===== config.mk =====
export PLATFORM = sky130hd
export DESIGN_NAME = pc_fetch_ctrl
export DESIGN_NICKNAME = d
export VERILOG_FILES = /design/src/rtl/pc_pkg.sv /design/src/rtl/fetch_wait_counter.sv /design/src/rtl/pc_fetch_ctrl.sv
export SDC_FILE = /design/constraint.sdc
export NUM_CORES = 1
export LEC_CHECK = 0
export CELL_PAD_IN_SITES_DETAIL_PLACEMENT = 1
export CELL_PAD_IN_SITES_GLOBAL_PLACEMENT = 1
export CORE_MARGIN = 5
export CORE_UTILIZATION = 40
export DETAILED_ROUTE_END_ITERATION = 6
export PLACE_DENSITY_LB_ADDON = 0.1
export SYNTH_ARGS = -nofsm -noshare
export SYNTH_HDL_FRONTEND = slang
export SYNTH_HIERARCHICAL = 1
export SYNTH_SLANG_ARGS = --single-unit

===== constraint.sdc =====
create_clock -name clk -period 3 [get_ports clk]
set_clock_uncertainty 0.1 [all_clocks]
set_input_delay 0.3 -clock clk [delete_from_list [all_inputs] [get_ports clk]]
set_output_delay 0.3 -clock clk [all_outputs]
set_load 0.005 [all_outputs]

===== src/rtl/pc_pkg.sv =====
// Shared types and constants for the PC fetch sequencer.
package pc_pkg;

   typedef enum logic [1:0] {
      IDLE,
      FETCH,
      WAIT,
      ADVANCE
   } state_t;

   // Low PC bits that must be zero for a word-aligned instruction address
   localparam logic [1:0]  ALIGN_MASK    = 2'b11;
   localparam logic [31:0] DEF_RESET_VEC = 32'h00400020;
   localparam logic [31:0] DEF_TRAP_VEC  = 32'h80000180;

endpackage


===== src/rtl/fetch_wait_counter.sv =====
// Fetch-latency counter: cleared on load, steps while waiting, done at FETCH_WAIT-1.
// Combinational done flag; stepping is controlled entirely by the caller.
module fetch_wait_counter #(
   parameter int FETCH_WAIT = 2
) (
   input  logic clk,
   input  logic reset,
   input  logic load,
   input  logic step,
   output logic done
);

   localparam logic [3:0] LAST = (FETCH_WAIT > 0) ? 4'(FETCH_WAIT - 1) : 4'd0;

   logic [3:0] cnt;

   always_ff @(posedge clk) begin
      if (reset || load) begin
         cnt <= '0;
      end else if (step) begin
         cnt <= cnt + 4'd1;
      end
   end

   assign done = (cnt == LAST);

endmodule


===== src/rtl/pc_fetch_ctrl.sv =====
// PC/fetch sequencer: FETCH->next FETCH every FETCH_WAIT+2 cycles; en=0 holds PC in ADVANCE.
// Optional misaligned-redirect trap under `PC_MISALIGN_TRAP_EN (default: target low bits cleared).
module pc_fetch_ctrl
   import pc_pkg::*;
#(
   parameter int              PC_W       = 32,
   parameter logic [PC_W-1:0] RESET_VEC  = DEF_RESET_VEC,
   parameter logic [PC_W-1:0] TRAP_VEC   = DEF_TRAP_VEC,
   parameter int              INC        = 4,
   parameter int              FETCH_WAIT = 2,
   parameter int              CNT_W      = 32
) (
   input  logic             clk,
   input  logic             reset,
   input  logic             en,
   input  logic             redirect_valid,
   input  logic [PC_W-1:0]  redirect_pc,
   output logic [PC_W-1:0]  pc,
   output logic             en_inst_mem,
   output logic             inst_valid,
   output logic [PC_W-1:0]  inst_pc,
   output logic [CNT_W-1:0] fetch_count,
   output logic             misalign_trap
);

   state_t          state, state_nxt;
   logic            cnt_load, cnt_step, cnt_done;
   logic            consume;
   logic            pend_vld;
   logic [PC_W-1:0] pend_pc;
   logic            from_redirect, trap_hit;
   logic [PC_W-1:0] target, target_fix, seq_pc, next_pc;

   fetch_wait_counter #(.FETCH_WAIT(FETCH_WAIT)) u_wait_cnt (
      .clk   (clk),
      .reset (reset),
      .load  (cnt_load),
      .step  (cnt_step),
      .done  (cnt_done)
   );

   always_ff @(posedge clk) begin
      if (reset) state <= IDLE;
      else       state <= state_nxt;
   end

   always_comb begin
      state_nxt   = state;
      cnt_load    = 1'b0;
      cnt_step    = 1'b0;
      consume     = 1'b0;
      en_inst_mem = 1'b1;
      case (state)
         IDLE: begin
            en_inst_mem = 1'b0;
            state_nxt   = FETCH;
         end
         FETCH: begin
            cnt_load  = 1'b1;
            state_nxt = (FETCH_WAIT == 0) ? ADVANCE : WAIT;
         end
         WAIT: begin
            cnt_step = 1'b1;
            if (cnt_done) state_nxt = ADVANCE;
         end
         ADVANCE: begin
            if (en) begin
               consume   = 1'b1;
               state_nxt = FETCH;
            end
         end
         default: state_nxt = IDLE;
      endcase
   end

   // A redirect arriving in the consuming cycle beats any older pending one
   always_comb begin
      from_redirect = redirect_valid || pend_vld;
      target        = redirect_valid ? redirect_pc : pend_pc;
      seq_pc        = pc + PC_W'(INC);
`ifdef PC_MISALIGN_TRAP_EN
      trap_hit      = from_redirect && ((target[1:0] & ALIGN_MASK) != 2'b00);
      target_fix    = target;
`else
      trap_hit      = 1'b0;
      target_fix    = {target[PC_W-1:2], target[1:0] & ~ALIGN_MASK};
`endif
      next_pc       = trap_hit ? TRAP_VEC : (from_redirect ? target_fix : seq_pc);
   end

   always_ff @(posedge clk) begin
      if (reset) begin
         pc            <= RESET_VEC;
         pend_vld      <= 1'b0;
         pend_pc       <= '0;
         inst_valid    <= 1'b0;
         inst_pc       <= '0;
         fetch_count   <= '0;
         misalign_trap <= 1'b0;
      end else begin
         inst_valid    <= consume;
         misalign_trap <= consume && trap_hit;
         if (consume) begin
            pc          <= next_pc;
            inst_pc     <= pc;
            fetch_count <= fetch_count + CNT_W'(1);
            pend_vld    <= 1'b0;
         end else if (redirect_valid && (state != IDLE)) begin
            pend_vld <= 1'b1;
            pend_pc  <= redirect_pc;
         end
      end
   end

endmodule


==> results of run 1 <==
[sequential cells by signal (all words and copies together) (netlist names)]
signal          cells
fetch_count        32
inst_pc            30
pc                 30
pend_pc            30
u_wait_cnt/cnt      4
state               2
inst_valid          1
pend_vld            1
[routing by layer]
layer | track usage | routed length (um)
met2 | 0.360 | 9220
met1 | 0.271 | 8620
met3 | 0.0672 | 1120
met5 | 0 | 13
met4 | 0.0635 | 136
[power groups by stage]
stage          Combinational (W)  Clock [W]  Sequential, W
4_1_cts                 0.000815    0.00218        0.00196
3_3_place_gp            0.000771          0        0.00198
6_report                0.000808    0.00214        0.00196
3_5_place_dp            0.000806          0        0.00200
2_1_floorplan           0.000491          0        0.00197
5_1_grt                 0.000899    0.00227        0.00198
[Yosys cell counts (2+ instances only)]
master / number
a211oi_1: 4
a21oi_1: 92
a22o_1: 2
a22oi_1: 3
a31o_1: 2
a31oi_1: 6
and2_1: 4
and3_1: 10
and4_1: 4
buf_1: 8
buf_2: 3
buf_4: 5
clkbuf_1: 40
dfxtp_1: 130
ha_1: 9
inv_1: 15
mux2i_1: 11
nand2_1: 170
nand2b_1: 7
nand3_1: 23
nand4_1: 26
nand4_2: 3
nor2_1: 57
nor3_1: 11
nor3b_1: 2
nor4_1: 5
nor4_4: 2
o211ai_1: 5
o21ai_0: 26
o221ai_1: 2
o22ai_1: 9
o2bb2ai_1: 2
o311ai_0: 2
o31ai_1: 4
or3_1: 2
or4_1: 2
xnor2_1: 6
xor2_1: 32
[through the flow]
step                 util  cells  area [um^2]  setup WS, ns  hold slack, ns
global route        0.550   1076         8050         0.537           0.319
finish              0.550   1076         8050         0.680           0.301
CTS                 0.550   1076         8050         0.674           0.279
floorplan               -    771         6040          1.03           0.334
detailed placement  0.508   1045         7440         0.672           0.348
global placement    0.508   1045         7440         0.716           0.339
[worst min-delay path by stage]
stage                     cells past startpoint  slack, ns        start           to
after floorplan                               2       0.33  pend_pc[15]  pend_pc[15]
after global placement                        2       0.34  pend_pc[15]  pend_pc[15]
after detailed placement                      2       0.35   pend_pc[4]   pend_pc[4]
after CTS                                     2       0.28        reset   inst_valid
after global routing                          2       0.32        reset   inst_valid
final                                         2       0.30        reset   inst_valid
[cell families after synthesis]
family,synth area share
compound gates,0.164
mux,0.0202
simple gates,0.260
xor+xnor,0.0553
fa+ha+maj,0.0187
buf+inv,0.0486
other cells,0.000623
flops,0.432
[final cells by class]
cell class,count,area share
flip-flops and latches,130,0.323
multi-input cells,569,0.391
clock inverters,4,0.0118
well taps,184,0.0286
repair buffers,146,0.175
clock buffers,27,0.0637
inverters,16,0.00746
==> results_dict.tcl, run 1 <==
set metrics [dict create \
    die_area_mm2 0.0176 \
    powerDensity_mw_per_mm2 610 \
    clockBufferDepth 2 \
    endpoint "pc[28]" \
    period_minus_slack_ns 2.32 \
    root_buffer "clkbuf_16" \
    io_pins 135 \
    ys_top_cells_by_area "dfxtp_1 43%, nand2_1 11%, a21oi_1 7.6%" \
    clock_latency_ns 0.42 \
    netSwitchingPower_w 0.00132 \
    hold_violations 0 \
    rsz0062_at_grt "false" \
    critPathTopFamily "simple AND/OR/NAND/NOR gates" \
    slowest_delay_ns 0.46 \
    initial_core_util 0.411 \
    relSlewSlack 0.406 \
    p_sw_frac 0.269 \
    cts_htree_levels 4 \
    cts.reportedPaths.clkPinSlew_ns 0.06 \
    final_cell_mix "169 x nand2_1, 130 x dfxtp_1, 125 x clkdlybuf4s50_1, 92 x a21oi_1, 57 x nor2_1" \
    setup-tns-final_ns 0 \
    worstPathArrival_ns 2.56 \
    timing.final.max_slew_violations 0 \
    cp-start-kind "flip-flop" \
    netlist.area_leader.share 0.432 \
    antenna_left 0 \
    startpoint "pc[3]" \
    r2r_slack_ns 0.68 \
    grt_usage 0.217 \
    worst_pin_slew_ns 0.891 \
    core_mm2 0.0146 \
    crit-reg2reg-launch "pc[3]" \
    worstPathMaxFanout 7 \
    ys_types 59 \
    reg2reg_to "pc[28]" \
    power_frac_seq 0.399 \
    wl_per_cell_um 17.8 \
    vias 5916 \
    syn-instance-count 767 \
    syn_avg_cell_area_um2 7.85 \
    cts_resized 0 \
    drive_gt1_frac 0.0684 \
    cp-end-kind "flip-flop" \
    p_leak_nw 2.87 \
    fin_nets 925 \
    grt_max_degree 86 \
    cts_hold_buf 0 \
    worst_path_max_delay_cell "dfxtp_1" \
    fp.dieH_um 133 \
    fmax_ghz 0.431 \
    yosys.area.top_type "dfxtp_1" \
    synth_ff_type "dfxtp_1" \
    gp_congestion 0.832 \
    combPwrFrac 0.165 \
    dieWidth_um 133 \
    intPower_w 0.00359 \
    final_common_cell "nand2_1" \
    syn_area_mm2 0.00602 \
    firstDrtPassIters 4 \
    place_hpwl_um 13100 \
    yosysWarningCount 6 \
    path_buf_inv 0 \
    finalSetupViolCount 0 \
    vdd_drop_max_v 0.000388 \
    cp.depth 6 \
    first_global_vias 6151 \
    drv_cap 0 \
    rows 44 \
    via_per_inst 5.50 \
    grt_pass1_wl_um 31500 \
    seq_area_frac_synth 0.432 \
    period_share 0.773 \
    cp_cell_sequence "ha_1 > nand4_2 > nor4_2 > nand4_1 > or4_1 > a31oi_1" \
    synth_seq_cells 130 \
    synth_edf_count 0 \
    area_growth_pct 33.7 \
    drc 0 \
    dr.first_iter.drc_count 370 \
    required_ns 3.24 \
    power_w 0.00491 \
    path_class "reg -> reg" \
    fillCellCount 1753 \
    grt.overflow.total 0 \
    r2r_cells 6 \
    cts_tree "built" \
    synthArstFlopShare 0 \
    multiInputGateArea_mm2 0.00315 \
    status "complete, no violations" \
    clkPwrFrac 0.436 \
    n_antenna_cell 0 \
    clock_sinks 130 \
    portBuffers 127 \
    final-seq-area_mm2 0.00260 \
    antenna_found_initial 1 \
    drt-total-wl_um 19100 \
    worstHoldPathType "in -> reg" \
    post-cts-setup-buffers 0 \
    cts_made_buffers 17 \
]
No activity file was read; power rests on OpenSTA's default activity.
==> run 2: changes to the inputs <==
Settings changed: CORE_UTILIZATION 40 to 37.
Clock period 3 ns to 2.4 ns, I/O delays scaled along.
==> run 2 against run 1 <==
Design area rose by 1.4%; die area rose by 7.5%; sequential cell count did not move; register-to-register slack got worse by 0.42 ns; clock-buffer cell count fell by 5; worst hold slack improved by 0.0075 ns; clock power rose by 22%; sequential share of layout area fell by 0.44 points; via count fell by 1.3%; critical endpoint is now fetch_count[20]; largest cell class unchanged.
==> results_dict.tcl, run 2 (synthesis gave the netlist of run 1 again) <==
set metrics [dict create \
    vdd_drop_max_v 0.000539 \
    clockBufferDepth 2 \
    dp_cells 1084 \
    instances_no_fill 1112 \
    drive_gt1_frac 0.0770 \
    required_ns 2.58 \
    cts.reportedPaths.clkPinSlew_ns 0.06 \
    cp-start-kind "flip-flop" \
    drv_cap 0 \
    initial_core_util 0.378 \
    clock_sinks 130 \
    finalSetupViolCount 0 \
    p_leak_nw 2.91 \
    cts_tree "built" \
    via_per_inst 5.25 \
    core_mm2 0.0159 \
    place_hpwl_um 13200 \
    drc 0 \
    status "complete, no violations" \
    fp.dieH_um 138 \
    portBuffers 127 \
    placed_area_mm2 0.00757 \
    cp_cell_sequence "ha_1 > and4_1 > and4_1 > nand4_1 > xor2_1 > nor2_1" \
    hold_violations 0 \
    path_common_cell "and4_1" \
    clock_latency_ns 0.41 \
    dr.first_iter.drc_count 236 \
    rows 46 \
    timing.final.max_slew_violations 0 \
    grt_util_met2 0.345 \
    grt_pass1_wl_um 31100 \
    powerDensity_mw_per_mm2 744 \
    antenna_found_initial 0 \
    worstHoldPathType "in -> reg" \
    final_common_cell "nand2_1" \
    worst_pin_slew_ns 0.699 \
    die_area_mm2 0.0189 \
    critPathTopFamily "simple AND/OR/NAND/NOR gates" \
    wl_per_cell_um 16.9 \
    drt-total-wl_um 18800 \
    firstDrtPassIters 4 \
    final_area_mm2 0.00816 \
    cts_hold_buf 0 \
    io_pins 135 \
    busiest_layer "met2" \
    top_register "fetch_count" \
    first_global_vias 6153 \
    path_class "reg -> reg" \
    cts_htree_levels 4 \
    path_buf_inv 0 \
    rsz0062_at_grt "false" \
    largest_reg_flops 32 \
    use_met1 0.259 \
    grt.overflow.total 0 \
    relSlewSlack 0.528 \
    area_growth_pct 35.6 \
    post-cts-setup-buffers 0 \
    period_share 0.892 \
    period_minus_slack_ns 2.14 \
    dieWidth_um 138 \
    cts_made_buffers 17 \
    r2r_slack_ns 0.26 \
    fin_nets 932 \
    final_util 0.512 \
    n_antenna_cell 0 \
    antenna_left 0 \
    grt_usage 0.206 \
    setup_slack_ns 0.260 \
    worstPathMaxFanout 11 \
    cp-end-kind "flip-flop" \
    root_buffer "clkbuf_16" \
    grt_max_degree 121 \
    pre_cts_ws_ns 0.117 \
    worstPathArrival_ns 2.32 \
    gp_congestion 0.808 \
    met3_usage 0.0533 \
    fmax_ghz 0.467 \
    cts_resized 0 \
    worst_path_max_delay_cell "and4_1" \
    final_cell_mix "169 x nand2_1, 130 x dfxtp_1, 125 x clkdlybuf4s50_1, 92 x a21oi_1, 57 x nor2_1" \
    setup-tns-final_ns 0 \
    slowest_delay_ns 0.52 \
    vias 5842 \
]
==> run 2: worst reg2reg max path: cells and delay by family (launching register included) <==
| kind | cells | cell delay (ns) |
|---|---|---|
| adder cells (fa/ha/maj) | 1 | 0.26 |
| flip-flops | 1 | 0.41 |
| XOR/XNOR | 1 | 0.18 |
| AND/OR/NAND/NOR | 4 | 1.05 |
==> run 2: area by class of cell <==
cell class	instances	area (um^2)
Clock buffer	22	484
Timing Repair Buffer	153	1500
Fill cell	1921	7780
Clock inverter	6	105
Inverter	16	60.1
Multi-Input combinational cell	569	3150
Tap cell	216	270
Sequential cell	130	2600
==> run 2: path summary, 6_finish.rpt <==
| kind | endpoint | startpoint | depth (start not counted) |
|---|---|---|---|
| worst max-delay path | fetch_count[20] | state[0] | 6 |
| worst min-delay path | pc[7] | reset | 3 |
| worst max register to register | fetch_count[20] | state[0] | 6 |
| worst min register to register | inst_pc[17] | inst_pc[17] | 2 |
==> run 2: metal layers <==
layer / up-vias / routed length (um)
met5: - / 0
met2: 118 / 9080
met4: 0 / 265
li1: 2887 / -
met3: 18 / 982
met1: 2819 / 8490
==> run 2: through the flow <==
| stage | power [W] | hold WS (ns) |
|---|---|---|
| after floorplan | 0.00307 | 0.276 |
| after global placement | 0.00345 | 0.341 |
| after detailed placement | 0.00351 | 0.347 |
| after CTS | 0.00615 | 0.287 |
| after global routing | 0.00638 | 0.311 |
| final | 0.00607 | 0.309 |
==> run 2: power by group <==
part / leakage, nW / switching (W) / internal [W] / total [W]
registers: 1.05 / 0.000143 / 0.00231 / 0.00246
clock network: 0.294 / 0.000904 / 0.00171 / 0.00262
logic: 1.57 / 0.000592 / 0.000408 / 0.000999
total: 2.91 / 0.00164 / 0.00444 / 0.00607
